File: config.mk
export PLATFORM = sky130hd
export DESIGN_NAME = pacman_sprite_reader
export DESIGN_NICKNAME = d
export VERILOG_FILES = /design/src/rtl/pacman_sprite_reader_pkg.sv /design/src/rtl/pacman_dir_transform.sv /design/src/rtl/pacman_sprite_reader.sv
export SDC_FILE = /design/constraint.sdc
export NUM_CORES = 1
export LEC_CHECK = 0
export CAP_MARGIN = 20
export CORE_MARGIN = 5
export CORE_UTILIZATION = 47
export CTS_BUF_LIST = sky130_fd_sc_hd__clkbuf_8
export DETAILED_ROUTE_END_ITERATION = 7
export PLACE_DENSITY = 0.76
export SYNTH_ARGS = -nofsm -noshare
export SYNTH_HDL_FRONTEND = slang
export SYNTH_SLANG_ARGS = --single-unit
File: constraint.sdc
create_clock -name clk -period 2.8 [get_ports clk]
set_input_delay 0.42 -clock clk [delete_from_list [all_inputs] [get_ports clk]]
set_output_delay 0.42 -clock clk [all_outputs]
set_load 0.01 [all_outputs]
File: src/rtl/pacman_sprite_reader_pkg.sv
// Shared sprite constants, direction codes and colours for the Pac-Man sprite readers.
// The mouth-mask helper is only used when PACMAN_MOUTH_ANIM_EN is defined.
package pacman_sprite_reader_pkg;

    localparam int PIXELS_WIDTH     = 80;
    localparam int REL_BITS         = 7;
    localparam int PIXEL_COLOR_BITS = 8;
    localparam int MOUTH_FRAMES     = 8;
    localparam int FRAME_CNT_BITS   = (MOUTH_FRAMES > 1) ? $clog2(MOUTH_FRAMES) : 1;

    localparam logic [PIXEL_COLOR_BITS-1:0] COLOR_BLACK  = 8'h00;
    localparam logic [PIXEL_COLOR_BITS-1:0] COLOR_YELLOW = 8'h3F;

    typedef enum logic [1:0] {
        DIR_RIGHT = 2'd0,
        DIR_LEFT  = 2'd1,
        DIR_UP    = 2'd2,
        DIR_DOWN  = 2'd3
    } dir_e;

    // Wedge opening to the right of the disc centre, in ROM coordinates.
    function automatic logic mouth_masked(input logic [REL_BITS-1:0] x,
                                          input logic [REL_BITS-1:0] y);
        logic signed [REL_BITS+1:0] ex;
        logic signed [REL_BITS+1:0] ey;
        logic signed [REL_BITS+1:0] ay;
        ex = $signed({2'b00, x}) - $signed((REL_BITS+2)'(PIXELS_WIDTH / 2));
        ey = $signed({2'b00, y}) - $signed((REL_BITS+2)'(PIXELS_WIDTH / 2));
        ay = (ey < 0) ? -ey : ey;
        return (ex >= 0) && (ay < ex);
    endfunction

endpackage

File: src/rtl/pacman_dir_transform.sv
// Combinational facing-direction transform from box-relative (dx,dy) to graphic (rel_x,rel_y).
// Shared with the ghost renderer.
module pacman_dir_transform
    import pacman_sprite_reader_pkg::*;
(
    input  logic [REL_BITS-1:0] dx,
    input  logic [REL_BITS-1:0] dy,
    input  dir_e                dir,
    output logic [REL_BITS-1:0] rel_x,
    output logic [REL_BITS-1:0] rel_y
);

    localparam logic [REL_BITS-1:0] EDGE = REL_BITS'(PIXELS_WIDTH - 1);

    always_comb begin
        rel_x = dx;
        rel_y = dy;
        case (dir)
            DIR_RIGHT: begin
                rel_x = dx;
                rel_y = dy;
            end
            DIR_LEFT: begin
                rel_x = EDGE - dx;
                rel_y = dy;
            end
            DIR_DOWN: begin
                rel_x = dy;
                rel_y = dx;
            end
            DIR_UP: begin
                rel_x = dy;
                rel_y = EDGE - dx;
            end
            default: begin
                rel_x = dx;
                rel_y = dy;
            end
        endcase
    end

endmodule

File: src/rtl/pacman_sprite_reader.sv
// Two-stage Pac-Man sprite read pipeline: scan position -> graphic lookup -> registered pixel.
// Optional mouth animation is enabled by defining PACMAN_MOUTH_ANIM_EN.
module pacman_sprite_reader
    import pacman_sprite_reader_pkg::*;
#(
    parameter int SCREEN_BITS = 10
) (
    input  logic                        clk,
    input  logic                        rst_n,
    input  logic                        pix_en,
    input  logic                        frame_start,
    input  logic [SCREEN_BITS-1:0]      hcount,
    input  logic [SCREEN_BITS-1:0]      vcount,
    input  logic [SCREEN_BITS-1:0]      pac_x,
    input  logic [SCREEN_BITS-1:0]      pac_y,
    input  logic [1:0]                  pac_dir,
    output logic [REL_BITS-1:0]         rel_x,
    output logic [REL_BITS-1:0]         rel_y,
    input  logic [PIXEL_COLOR_BITS-1:0] rom_pixel,
    output logic [PIXEL_COLOR_BITS-1:0] pixel_out,
    output logic                        pixel_hit,
    output logic                        pixel_valid
);

    localparam logic [SCREEN_BITS:0] BOX_W = (SCREEN_BITS+1)'(PIXELS_WIDTH);

    logic [SCREEN_BITS-1:0]      lx_q, lx_d, ly_q, ly_d;
    dir_e                        ldir_q, ldir_d;
    logic                        loaded_q, loaded_d;
    logic [REL_BITS-1:0]         rel_x_q, rel_x_d, rel_y_q, rel_y_d;
    logic                        s1_in_q, s1_in_d;
    logic [PIXEL_COLOR_BITS-1:0] pixel_out_q, pixel_out_d;
    logic                        pixel_hit_q, pixel_hit_d;
    logic                        pixel_valid_q, pixel_valid_d;

    logic [SCREEN_BITS:0]        h_ext, v_ext, lx_ext, ly_ext;
    logic [REL_BITS-1:0]         dx, dy, xf_x, xf_y;
    logic                        in_box;
    logic                        s1_masked;

    // A frame_start coinciding with pix_en feeds the freshly captured values straight into stage 0.
    always_comb begin
        lx_d     = lx_q;
        ly_d     = ly_q;
        ldir_d   = ldir_q;
        loaded_d = loaded_q;
        if (frame_start) begin
            lx_d     = pac_x;
            ly_d     = pac_y;
            ldir_d   = dir_e'(pac_dir);
            loaded_d = 1'b1;
        end
    end

    always_comb begin
        h_ext  = {1'b0, hcount};
        v_ext  = {1'b0, vcount};
        lx_ext = {1'b0, lx_d};
        ly_ext = {1'b0, ly_d};
        in_box = loaded_d
              && (h_ext >= lx_ext) && (h_ext < lx_ext + BOX_W)
              && (v_ext >= ly_ext) && (v_ext < ly_ext + BOX_W);
        dx = REL_BITS'(hcount - lx_d);
        dy = REL_BITS'(vcount - ly_d);
    end

    pacman_dir_transform u_transform (
        .dx    (dx),
        .dy    (dy),
        .dir   (ldir_d),
        .rel_x (xf_x),
        .rel_y (xf_y)
    );

    always_comb begin
        rel_x_d       = rel_x_q;
        rel_y_d       = rel_y_q;
        s1_in_d       = s1_in_q;
        pixel_out_d   = pixel_out_q;
        pixel_hit_d   = pixel_hit_q;
        pixel_valid_d = pix_en;
        if (pix_en) begin
            s1_in_d     = in_box;
            rel_x_d     = in_box ? xf_x : '0;
            rel_y_d     = in_box ? xf_y : '0;
            pixel_hit_d = s1_in_q && (rom_pixel != COLOR_BLACK) && !s1_masked;
            pixel_out_d = pixel_hit_d ? rom_pixel : COLOR_BLACK;
        end
    end

    always_ff @(posedge clk or negedge rst_n) begin
        if (!rst_n) begin
            lx_q          <= '0;
            ly_q          <= '0;
            ldir_q        <= DIR_RIGHT;
            loaded_q      <= 1'b0;
            rel_x_q       <= '0;
            rel_y_q       <= '0;
            s1_in_q       <= 1'b0;
            pixel_out_q   <= '0;
            pixel_hit_q   <= 1'b0;
            pixel_valid_q <= 1'b0;
        end else begin
            lx_q          <= lx_d;
            ly_q          <= ly_d;
            ldir_q        <= ldir_d;
            loaded_q      <= loaded_d;
            rel_x_q       <= rel_x_d;
            rel_y_q       <= rel_y_d;
            s1_in_q       <= s1_in_d;
            pixel_out_q   <= pixel_out_d;
            pixel_hit_q   <= pixel_hit_d;
            pixel_valid_q <= pixel_valid_d;
        end
    end

`ifdef PACMAN_MOUTH_ANIM_EN
    logic [FRAME_CNT_BITS-1:0] frame_cnt_q, frame_cnt_d;
    logic                      mouth_open_q, mouth_open_d;
    logic                      mask_q, mask_d;

    // Mask is evaluated on transformed coordinates so the mouth turns with the sprite.
    always_comb begin
        frame_cnt_d  = frame_cnt_q;
        mouth_open_d = mouth_open_q;
        mask_d       = mask_q;
        if (frame_start) begin
            if (frame_cnt_q == FRAME_CNT_BITS'(MOUTH_FRAMES - 1)) begin
                frame_cnt_d  = '0;
                mouth_open_d = ~mouth_open_q;
            end else begin
                frame_cnt_d = frame_cnt_q + FRAME_CNT_BITS'(1);
            end
        end
        if (pix_en) begin
            mask_d = in_box && mouth_open_d && mouth_masked(xf_x, xf_y);
        end
    end

    always_ff @(posedge clk or negedge rst_n) begin
        if (!rst_n) begin
            frame_cnt_q  <= '0;
            mouth_open_q <= 1'b1;
            mask_q       <= 1'b0;
        end else begin
            frame_cnt_q  <= frame_cnt_d;
            mouth_open_q <= mouth_open_d;
            mask_q       <= mask_d;
        end
    end

    assign s1_masked = mask_q;
`else
    assign s1_masked = 1'b0;
`endif

    assign rel_x       = rel_x_q;
    assign rel_y       = rel_y_q;
    assign pixel_out   = pixel_out_q;
    assign pixel_hit   = pixel_hit_q;
    assign pixel_valid = pixel_valid_q;

endmodule
==> impl_metrics.prom <==
# TYPE chip_impl_metric gauge
chip_impl_metric{name="drive_above_1_share",unit=""} 0.253
chip_impl_metric{name="syn2layout_area_growth",unit="%"} 51.8
chip_impl_metric{name="post-route-drc-count",unit=""} 0
chip_impl_metric{name="dr.first_iter.drc_count",unit=""} 96
chip_impl_metric{name="drv_slew",unit=""} 0
chip_impl_metric{name="dpl.cell_count",unit=""} 562
chip_impl_info{name="start_kind",value="register"} 1
chip_impl_metric{name="synth_edf_count",unit=""} 0
chip_impl_metric{name="floorplan.core_area",unit="sq mm"} 0.00679
chip_impl_metric{name="ys.warnings.count",unit=""} 0
chip_impl_metric{name="period_minus_slack",unit="ps"} 2890
chip_impl_metric{name="post_dp_cell_area",unit="sq mm"} 0.00465
chip_impl_metric{name="nFillCells",unit=""} 509
chip_impl_metric{name="setup_violations",unit=""} 14
chip_impl_info{name="clk_root_buffer_cell",value="sky130_fd_sc_hd__clkbuf_8"} 1
chip_impl_metric{name="post_detail_place_hpwl",unit="mm"} 6.68
chip_impl_metric{name="peakVddDrop",unit="mV"} 0.287
chip_impl_metric{name="arrival",unit="ps"} 3100
chip_impl_metric{name="initial_core_util",unit=""} 0.484
chip_impl_metric{name="die-height",unit="um"} 93.7
chip_impl_metric{name="total_gr_overflow",unit=""} 0
chip_impl_metric{name="die_x",unit="um"} 93.7
chip_impl_metric{name="grt_pass1_wl",unit="mm"} 14.1
chip_impl_metric{name="grt_max_degree",unit=""} 34
chip_impl_metric{name="groute.usage.overall",unit=""} 0.201
chip_impl_metric{name="fin_crit_sh",unit=""} 1.03
chip_impl_info{name="status",value="finished with violations"} 1
chip_impl_info{name="synth_most_common_cell",value="sky130_fd_sc_hd__inv_1"} 1
chip_impl_metric{name="cts_buffer_depth",unit=""} 2
chip_impl_metric{name="avgSynthCellArea",unit="sq um"} 9.65
chip_impl_metric{name="totalWireLength",unit="mm"} 8.72
chip_impl_info{name="cp-end-kind",value="register"} 1
chip_impl_metric{name="fin_worst_skew",unit="ps"} 9.78
chip_impl_metric{name="clk_latency",unit="ps"} 310
chip_impl_info{name="setup_repair_after_global_routing_missed_its_margin",value="true"} 1
chip_impl_metric{name="vias_cell",unit=""} 5.10
chip_impl_metric{name="nets",unit=""} 577
chip_impl_metric{name="cellPowerDensity",unit="mW/mm^2"} 487
chip_impl_metric{name="detailroute.via_count",unit=""} 2976
chip_impl_info{name="synth_top_cells_by_count",value="sky130_fd_sc_hd__inv_1 (55), sky130_fd_sc_hd__dfrtp_1 (48), sky130_fd_sc_hd__ha_1 (35)"} 1
chip_impl_info{name="holdCritPathClass",value="input port to async pin"} 1
chip_impl_metric{name="post_layout_nonfiller_instances",unit=""} 583
chip_impl_info{name="ys_top_cells_by_area",value="sky130_fd_sc_hd__dfrtp_1 (37%), sky130_fd_sc_hd__ha_1 (13%), sky130_fd_sc_hd__mux2i_1 (6.4%)"} 1
chip_impl_metric{name="detail_route.wirelength.met1",unit="mm"} 3.71
chip_impl_metric{name="netlist-cell-type-count",unit=""} 44
chip_impl_metric{name="tritoncts.num_buffers",unit=""} 5
chip_impl_metric{name="htree_levels",unit=""} 2
chip_impl_metric{name="post-synth-top-area-fraction",unit=""} 0.365
chip_impl_metric{name="synth-async-reset-ratio",unit=""} 1.00
chip_impl_metric{name="routed-wl-met3",unit="um"} 381
chip_impl_metric{name="max_slew_margin",unit=""} 0.524
chip_impl_metric{name="synth_seq_area_share",unit=""} 0.365
chip_impl_metric{name="final_core_utilization",unit=""} 0.735
chip_impl_metric{name="drv_cap",unit=""} 0
chip_impl_info{name="cts_tree",value="built"} 1
chip_impl_metric{name="timing_worst_slew_pin_value",unit="ps"} 714
chip_impl_info{name="violations_in_the_final_reports",value="negative setup slack"} 1
chip_impl_metric{name="syn-num-nets",unit=""} 432
chip_impl_metric{name="fmax",unit="MHz"} 346
chip_impl_metric{name="netlist_instances",unit=""} 341
chip_impl_metric{name="initial_antenna_violation_count",unit=""} 0
chip_impl_metric{name="postRouteAntennaNets",unit=""} 0
chip_impl_info{name="synth_largest_area_cell",value="sky130_fd_sc_hd__dfrtp_1"} 1
chip_impl_metric{name="crit_fanout",unit=""} 8
chip_impl_metric{name="insertedDiodeCount",unit=""} 0
chip_impl_metric{name="cts.reportedPaths.clkPinSlew",unit="ps"} 90
chip_impl_metric{name="data_required_time_of_the_worst_path",unit="ps"} 3010
chip_impl_metric{name="hold_viol_final",unit=""} 0
chip_impl_metric{name="num_rows",unit=""} 30
chip_impl_info{name="synthFlopType",value="sky130_fd_sc_hd__dfrtp_1"} 1
chip_impl_metric{name="numClockSinks",unit=""} 48
chip_impl_metric{name="ports_placed_on_the_boundary",unit=""} 78
chip_impl_metric{name="setup_slack",unit="ps"} -94.1
chip_impl_metric{name="synth_seq_cells",unit=""} 48
chip_impl_metric{name="cts-hold-fix-buffers",unit=""} 0
chip_impl_info{name="top_layer_used",value="met4"} 1
chip_impl_info{name="worst-setup-path-type",value="register to register"} 1
chip_impl_metric{name="synthesis.area",unit="sq mm"} 0.00329
chip_impl_metric{name="stdcell_area",unit="sq mm"} 0.00499
chip_impl_metric{name="placement.io_buffers",unit=""} 77
chip_impl_metric{name="met2WireLength",unit="mm"} 4.52
chip_impl_metric{name="wl_per_cell",unit="um"} 15.0
chip_impl_metric{name="floorplan.die_area",unit="sq mm"} 0.00878
chip_impl_metric{name="p_leak",unit="nW"} 2.31
chip_impl_metric{name="drt_first_pass_iters",unit=""} 4
chip_impl_metric{name="place.gp.congestion",unit=""} 0.848
chip_impl_metric{name="grt_pass1_vias",unit=""} 3094
## power breakdown
| group | switching [mW] | internal, mW | leakage, nW |
|---|---|---|---|
| registers | 0.0390 | 0.761 | 0.609 |
| logic | 0.518 | 0.594 | 1.64 |
| clock network | 0.251 | 0.269 | 0.0583 |
| total | 0.808 | 1.62 | 2.31 |
## per-stage QoR
| stage | setup TNS (ps) | total power [mW] | hold slack, ps | setup slack (ps) |
|---|---|---|---|---|
| after floorplan | -2710 | 1.40 | 124 | -205 |
| after global routing | -2360 | 2.60 | 201 | -185 |
| final | -856 | 2.43 | 160 | -94.1 |
| after detailed placement | -13110 | 1.82 | 445 | -907 |
| after global placement | -10930 | 1.79 | 435 | -746 |
| after CTS | 0 | 2.41 | 165 | 7.15 |
## per-layer routing
layer  global-route usage  up-vias
met5                    0        -
met4               0.0650        0
met3               0.0345       12
met2                0.356       76
met1                0.248     1415
li1                     -     1473
## worst max-delay path, stage by stage (launching register included)
cell                       delay [ps]
sky130_fd_sc_hd__dfrtp_1          410
sky130_fd_sc_hd__mux2i_4          170
sky130_fd_sc_hd__inv_2             80
sky130_fd_sc_hd__ha_4             160
sky130_fd_sc_hd__o211ai_1         180
sky130_fd_sc_hd__o21ai_1          140
sky130_fd_sc_hd__xnor2_1          150
sky130_fd_sc_hd__ha_1             330
sky130_fd_sc_hd__a21oi_2          140
sky130_fd_sc_hd__o22ai_2           90
sky130_fd_sc_hd__o41ai_4          380
sky130_fd_sc_hd__nand4_4          260
sky130_fd_sc_hd__o32ai_2          290
## repair_timing
action | in CTS | in global routing
setup buffers | 10 | 3
gates resized for setup | 21 | 13
hold endpoints to repair | 0 | 0
endpoints found under the setup margin | 15 | 15
pin swaps | 12 | 16
## sequential cells by signal (all words and copies together) (netlist names), 2 cells and up
| signal | count |
|---|---|
| ldir_q | 2 |
| lx_q | 10 |
| ly_q | 10 |
| pixel_out | 8 |
| rel_x | 7 |
| rel_y | 7 |
## kinds of logic after synthesis
| logic type | Yosys count | share of synthesized area |
|---|---|---|
| buf+inv | 67 | 0.0806 |
| xor+xnor | 22 | 0.0586 |
| simple gates | 54 | 0.0814 |
| mux | 25 | 0.0776 |
| compound gates | 88 | 0.192 |
| flops | 48 | 0.365 |
| fa+ha+maj | 37 | 0.145 |
## cells in the final DEF, fill, tap and decap left out, types with 5 or more instances in the layout
cell type	Yosys	final
sky130_fd_sc_hd__dfrtp_1	48	48
sky130_fd_sc_hd__o22ai_2	9	11
sky130_fd_sc_hd__o21ai_0	20	15
sky130_fd_sc_hd__a21o_1	8	8
sky130_fd_sc_hd__mux2i_1	21	17
sky130_fd_sc_hd__nand2_1	10	10
sky130_fd_sc_hd__xnor2_1	19	18
sky130_fd_sc_hd__clkdlybuf4s50_1	0	73
sky130_fd_sc_hd__clkbuf_8	0	5
sky130_fd_sc_hd__o21ai_1	1	5
sky130_fd_sc_hd__nor2_1	16	16
sky130_fd_sc_hd__inv_1	55	53
sky130_fd_sc_hd__nand3_1	11	11
sky130_fd_sc_hd__buf_4	0	68
sky130_fd_sc_hd__o21a_1	6	6
sky130_fd_sc_hd__ha_1	35	32
sky130_fd_sc_hd__a21oi_1	19	17
## cell type report
type | count | area, sq um | area share
Clock buffer | 5 | 68.8 | 0.0138
Clock inverter | 3 | 47.5 | 0.00952
Inverter | 55 | 206 | 0.0413
Multi-Input combinational cell | 226 | 2000 | 0.401
Sequential cell | 48 | 1200 | 0.240
Tap cell | 96 | 120 | 0.0240
Timing Repair Buffer | 150 | 1350 | 0.270
## worst paths after layout
| path | start | to | slack, ps | cells past startpoint |
|---|---|---|---|---|
| hold / removal | rst_n | ly_q[0] | 160 | 1 |
| hold reg to reg | loaded_q | loaded_q | 480 | 1 |
| max in group asynchronous | rst_n | rel_y[0] | 1900 | 2 |
| setup / recovery | lx_q[4] | rel_y[3] | -90 | 12 |
| min in group clk | loaded_q | loaded_q | 480 | 1 |
| setup reg to reg | lx_q[4] | rel_y[3] | -90 | 12 |
Note: power is estimated with default switching activity, not from simulation.
